==> src/rtl/pvr_interp_seq.sv <==
// Plane-equation interpolator sequencer: time-shares setup and divider across
// attributes, then issues one span request per row per attribute for a tile.
module pvr_interp_seq #(
    parameter int NUM_ATTR  = 4,
    parameter int SETUP_LAT = 2,
    parameter int ROWS      = 32
) (
    input  logic        clock,
    input  logic        reset,
    input  logic        tri_valid,
    output logic        tri_ready,
    input  logic [4:0]  tile_x,
    input  logic [4:0]  tile_y,
    output logic [2:0]  attr_sel,
    output logic        setup,
    output logic        div_start,
    input  logic        div_done,
    output logic        coef_we,
    output logic        span_valid,
    input  logic        span_ready,
    output logic [11:0] x_ps,
    output logic [11:0] y_ps,
    output logic        busy,
    output logic        done
);

    typedef enum logic [2:0] {
        S_IDLE, S_SETUP, S_WAIT, S_DIVS, S_DIVW, S_LATCH, S_RASTER, S_DONE
    } state_t;

    localparam logic [2:0] LAST_ATTR = 3'(NUM_ATTR - 1);
    localparam logic [4:0] LAST_ROW  = 5'(ROWS - 1);
    localparam logic [3:0] WAIT_LAST = 4'(SETUP_LAT - 1);

    state_t     state, state_n;
    logic [2:0] attr_n;
    logic [4:0] row_q, row_n;
    logic [3:0] wait_q, wait_n;
    logic [4:0] tile_x_q, tile_y_q;

    always_comb begin
        state_n = state;
        attr_n  = attr_sel;
        row_n   = row_q;
        wait_n  = wait_q;
        case (state)
            S_IDLE: begin
                if (tri_valid) begin
                    state_n = S_SETUP;
                    attr_n  = '0;
                end
            end
            S_SETUP: begin
                state_n = S_WAIT;
                wait_n  = '0;
            end
            S_WAIT: begin
                if (wait_q == WAIT_LAST) state_n = S_DIVS;
                else                     wait_n  = wait_q + 4'd1;
            end
            S_DIVS: state_n = S_DIVW;
            S_DIVW: begin
                if (div_done) state_n = S_LATCH;
            end
            S_LATCH: begin
                if (attr_sel == LAST_ATTR) begin
                    attr_n  = '0;
                    row_n   = '0;
                    state_n = S_RASTER;
                end else begin
                    attr_n  = attr_sel + 3'd1;
                    state_n = S_SETUP;
                end
            end
            S_RASTER: begin
                // Attribute is the inner loop; row advances when it wraps.
                if (span_ready) begin
                    if (attr_sel == LAST_ATTR) begin
                        attr_n = '0;
                        if (row_q == LAST_ROW) begin
                            row_n   = '0;
                            state_n = S_DONE;
                        end else begin
                            row_n = row_q + 5'd1;
                        end
                    end else begin
                        attr_n = attr_sel + 3'd1;
                    end
                end
            end
            S_DONE:  state_n = S_IDLE;
            default: state_n = S_IDLE;
        endcase
    end

    // Outputs are registered from the next state so each one lines up with
    // the state it belongs to.
    always_ff @(posedge clock) begin
        if (reset) begin
            state      <= S_IDLE;
            row_q      <= '0;
            wait_q     <= '0;
            tile_x_q   <= '0;
            tile_y_q   <= '0;
            attr_sel   <= '0;
            tri_ready  <= 1'b1;
            busy       <= 1'b0;
            setup      <= 1'b0;
            div_start  <= 1'b0;
            coef_we    <= 1'b0;
            span_valid <= 1'b0;
            done       <= 1'b0;
            x_ps       <= '0;
            y_ps       <= '0;
        end else begin
            state    <= state_n;
            row_q    <= row_n;
            wait_q   <= wait_n;
            attr_sel <= attr_n;
            if (state == S_IDLE && tri_valid) begin
                tile_x_q <= tile_x;
                tile_y_q <= tile_y;
            end
            tri_ready  <= (state_n == S_IDLE);
            busy       <= (state_n != S_IDLE);
            setup      <= (state_n == S_SETUP);
            div_start  <= (state_n == S_DIVS);
            coef_we    <= (state_n == S_LATCH);
            span_valid <= (state_n == S_RASTER);
            done       <= (state_n == S_DONE);
            if (state_n == S_RASTER) begin
                x_ps <= {2'b00, tile_x_q, 5'd0};
                y_ps <= {2'b00, tile_y_q, row_n};
            end
        end
    end

endmodule

==> config.mk <==
export PLATFORM = sky130hd
export DESIGN_NAME = pvr_interp_seq
export DESIGN_NICKNAME = d
export VERILOG_FILES = /design/src/rtl/pvr_interp_seq.sv
export SDC_FILE = /design/constraint.sdc
export NUM_CORES = 1
export LEC_CHECK = 0
export CORE_AREA = 2 2 69 71
export CTS_CLUSTER_DIAMETER = 30
export DETAILED_ROUTE_END_ITERATION = 6
export DIE_AREA = 0 0 71 73
export GPL_ROUTABILITY_DRIVEN = 0
export PLACE_DENSITY = 0.77
export REMOVE_ABC_BUFFERS = 1
export SETUP_SLACK_MARGIN = 0.1
export SLEW_MARGIN = 0
export SYNTH_ARGS = -nofsm -noshare
export SYNTH_HDL_FRONTEND = slang
export SYNTH_SLANG_ARGS = --single-unit
==> constraint.sdc <==
create_clock -name clock -period 2.43 [get_ports clock]
set_input_delay 0.6075 -clock clock [delete_from_list [all_inputs] [get_ports clock]]
set_output_delay 0.6075 -clock clock [all_outputs]
set_load 0.03 [all_outputs]
# After elaboration in Yosys (flattened, before gate mapping)
# Cells that the tools add are included.
# op_classes
addsub,3
eq_ne,18
muxes,19
n_reduce_logical,8
# op_table
operator,count
$mux W3,10
$pmux W3 S8,1
$eq A3 B3 Y1 const B,7
$mux W5,4
$eq A3 B2 Y1 const B,4
$pmux W5 S2,1
$pmux W3 S3,1
$pmux W4 S2,1
$eq A3 B1 Y1 const B,2
$logic_not A3 Y1,2
$ne A2 B2 Y1 const B,3
$reduce_bool A3 Y1,2
$add A5 B1 Y5 const B,1
$eq A5 B5 Y1 const B,1
$add A4 B1 Y4 const B,1
$eq A4 B1 Y1 const B,1
$mux W4,1
$add A3 B1 Y3 const B,1
$reduce_and A3 Y1,1
$reduce_and A2 Y1,1
$reduce_bool A2 Y1,1
$logic_and A1 B1 Y1,1
# word_totals
reg_bits,47
input_bits,15
elab_cells,63

# Logic depth before layout (Yosys ltp)
# logic_depth
ltp_word,6
ltp_mapped,9

# Least setup slack after synthesis
# OpenSTA, ideal clock, no wires.
# synth_path
path_type,register to register
startpoint,reg row_q[0]
endpoint,reg x_ps[5]
t_arrival_ns,2.121
t_required_ns,2.302
slack_ns,0.181
path_stages_with_launch,10
path_buffers,1
synth_period_minus_slack_ns,2.249
cell_sequence,dfxtp_1 ha_1 and3_1 ha_1 nand4b_1 a2bb2o_4 a211oi_4 buf_6 mux2i_1 nor2_1
# synth_via
elab_chain_cells,6
# synth_lines
element,line,text
from (decl),37,"logic [4:0] row_q, row_n;"
from (signal assigned),117,row_q <= row_n;
$eq A5 B5 Y1,80,if (row_q == LAST_ROW) begin
$mux W3,80,
$mux W3,78,if (attr_sel == LAST_ATTR) begin
$mux W3,77,if (span_ready) begin
$pmux W3 S8,46,case (state)
$eq A3 B3 Y1,131,if (state_n == S_RASTER) begin
to (signal assigned),132,"x_ps <= {2'b00, tile_x_q, 5'd0};"
to (decl),21,"output logic [11:0] x_ps,"
# Every way passes these cells.
# A chain may end at the register's enable or synchronous reset.

# Final worst setup path
# layout_path
startpoint,reg row_q[0]
endpoint,reg y_ps[6]
# layout_via
elab_chain_cells,6
# layout_lines
element,line,text
$eq A5 B5 Y1,80,
$mux W3,80,
$mux W3,78,
$mux W3,77,
$pmux W3 S8,46,
$eq A3 B3 Y1,131,
to (signal assigned),133,"y_ps <= {2'b00, tile_y_q, row_n};"
to (decl),22,"output logic [11:0] y_ps,"
# Every way passes these cells.

==> flow_metrics.tcl <==
set metrics [dict create \
    reg2reg_slack_ns 0.26 \
    core_um2 4540 \
    die_y_um 73 \
    synth_warnings 0 \
    hold_path_depth 2 \
    utilization_pct 57.8 \
    hpwl_um 2870 \
    timing.rr.end "y_ps[6]" \
    htree_levels 2 \
    async_reset_ff_share_pct 0 \
    min_to "tile_y_q[3]" \
    antenna_found_initial 0 \
    syn_area_um2 2110 \
    start_util_pct 46.4 \
    portBuffers 39 \
    wirelength_um 4050 \
    die_area_um2 5180 \
    cts_inserted_buffers 5 \
    reg2reg_depth 9 \
    synth_edf_count 0 \
    grt_max_degree 25 \
    ys_seq_area_share_pct 44.7 \
    synth.area.top_cells "dfxtp_1 (45%), nand2_1 (5.5%), a21oi_1 (5.2%), mux2i_1 (5.2%), nor2_1 (3.9%)" \
    grt-ovfl-total 0 \
    synth-adder-area-share_pct 2.97 \
    fin_ws_ns 0.256 \
    max-clock-path-buffers 2 \
    min_from "tile_y_q[3]" \
    setup_violations 0 \
    fillerInstances 404 \
    maxSlewHeadroom_pct 59.2 \
    synth_top_family_by_area "simple AND/OR/NAND/NOR gates" \
    grt_usage_pct 16.8 \
    cp-start-kind "flip-flop" \
    wl_per_cell_um 12.3 \
    cts_sinks 47 \
    hold_buffers 0 \
    wl_met2_um 1880 \
    cts_root_buffer "clkbuf_8" \
    synth_cell_types 49 \
    cp_data_arrival_time_ns 2.36 \
    synth-simple-area-share_pct 22.8 \
    hp-class "flip-flop to flip-flop" \
    drive_gt1_share_pct 7.97 \
    holdWs_ns 0.463 \
    dpl_cell_area_um2 2510 \
    slew_violations 0 \
    first_global_vias 1513 \
    finalCriticalPeriod_ns 2.17 \
    syn_to_final_growth_pct 24.5 \
    dr.first_iter.drc_count 55 \
    top_layer "met4" \
    final_antenna_net_count 0 \
    finalHoldViolations 0 \
    worst_pin_slew_ns 0.611 \
    tns_ns 0 \
    powerDensity_nw_per_um2 667 \
    final.period_utilization_pct 89.5 \
    place_inst 322 \
    leakage_nw 0.971 \
    synth_top_area_share_pct 44.7 \
    path_max_fanout 18 \
    drc_errors 0 \
    dr_wl_met3_um 204 \
    drt_first_pass_iters 4 \
    end_kind "flip-flop" \
    finalClockSkew_ns 0.00962 \
    rows 25 \
    cts_resized 0 \
    insertion_delay_ns 0.31 \
    yosys.area.top_type "dfxtp_1" \
    drt-met1-wl_um 1890 \
    yosys.area_share.xor_xnor_pct 1.25 \
    rsz0062_at_grt "false" \
    path_class "flip-flop to flip-flop" \
    peakVddDrop_mv 0.361 \
    regArea_um2 941 \
    via_per_inst 5.15 \
    ys.flop_type "dfxtp_1" \
    finalPower_mw 1.75 \
    diodes 0 \
    cts_tree "done" \
    vias 1701 \
    synth_compound_area_share_pct 15.1 \
    clk_pin_slew_worst_paths_ns 0.09 \
    nets 295 \
    stdcell_count 330 \
    critPathRequiredTime_ns 2.62 \
    synthMostInstantiatedCell "dfxtp_1" \
    finalInstanceArea_um2 2620 \
    synthMuxAreaShare_pct 5.76 \
    synthCells 237 \
    place_ws_ns 0.121 \
    grt_pass1_wl_um 6760 \
    die_w_um 71 \
    netlist_top_cells_count "dfxtp_1 (47), nand2_1 (31), a21oi_1 (22), nor2_1 (22), mux2i_1 (11)" \
    ys_seq_elements 47 \
    syn_avg_cell_area_um2 8.89 \
    multi_input_area_um2 1040 \
    r2r_start "row_q[0]" \
    status "completed" \
    drv_cap 0 \
    postCtsSetupBuffers 0 \
    max_freq_mhz 460 \
    ios 49 \
]
-- how the worst max path moves through the flow --
stage / endpoint / startpoint / slack, ns
4_1_cts: x_ps[6] / row_q[0] / 0.25
2_1_floorplan: y_ps[0] / row_q[0] / 0.12
5_1_grt: x_ps[5] / row_q[0] / 0.15
6_report: y_ps[6] / row_q[0] / 0.26
3_3_place_gp: y_ps[6] / span_ready / 0.16
3_5_place_dp: x_ps[5] / span_ready / 0.12
-- metal layers --
layer / vias up / global-route usage, %
met5: - / 0
met4: 0 / 7.34
met3: 7 / 4.97
met2: 47 / 27.0
met1: 775 / 20.9
li1: 872 / -
-- worst max-delay path: stages, from the launching register on --
cell	delay, ns
dfxtp_1	0.34
ha_1	0.23
and3_1	0.19
ha_1	0.22
nand4b_1	0.14
a2bb2o_4	0.24
a211oi_4	0.25
buf_12	0.20
mux2i_1	0.19
nor2_1	0.05
-- kinds of logic (layout without fill, tap and decap cells) --
group / count (synthesis) / count (layout)
AO/OA/AOI/OAI: 47 / 47
other: 1 / 9
buffers and inverters: 27 / 58
multiplexers: 12 / 12
adder cells (fa/ha/maj): 5 / 5
flip-flops: 47 / 47
XOR/XNOR: 3 / 3
AND/OR/NAND/NOR: 95 / 95
-- registers in the layout, summed over array words and instances (netlist names) --
signal and cells:
attr_sel 3, busy 1, coef_we 1, div_start 1, done 1, row_q 5, setup 1, span_valid 1
state 3, tile_x_q 5, tile_y_q 5, tri_ready 1, wait_q 4, x_ps 5, y_ps 10
-- cell usage in the layout (no fill, tap or decap), types with 2 or more instances in the layout --
master,n
buf_4,2
nand3_1,4
clkdlybuf4s50_1,39
nand2_1,31
nand2b_1,3
nand3b_1,2
a21o_1,2
nor2_1,22
and3_1,2
or3_1,3
nor3_1,6
or4_1,2
a21o_2,2
conb_1,9
ha_1,5
mux2i_1,11
inv_1,8
o21ai_0,7
o32ai_1,2
xnor2_1,2
a21oi_1,22
o21ai_1,2
nor2b_1,5
and2_1,2
dfxtp_1,47
clkbuf_8,5
nor3b_1,3
nand4_1,2
-- layout make-up --
type / count / area share, %
repair buffers: 42 / 16.2
flip-flops and latches: 47 / 35.9
well taps: 54 / 2.58
clock inverters: 3 / 1.81
clock buffers: 5 / 2.62
multi-input cells: 171 / 39.7
inverters: 8 / 1.15
-- where the power goes --
| group | total, mW | switching (mW) | internal [mW] |
|---|---|---|---|
| clock | 0.585 | 0.273 | 0.312 |
| sequential | 0.854 | 0.0417 | 0.812 |
| combinational | 0.309 | 0.187 | 0.122 |
| total | 1.75 | 0.501 | 1.25 |
(Power assumes the default switching activity.)
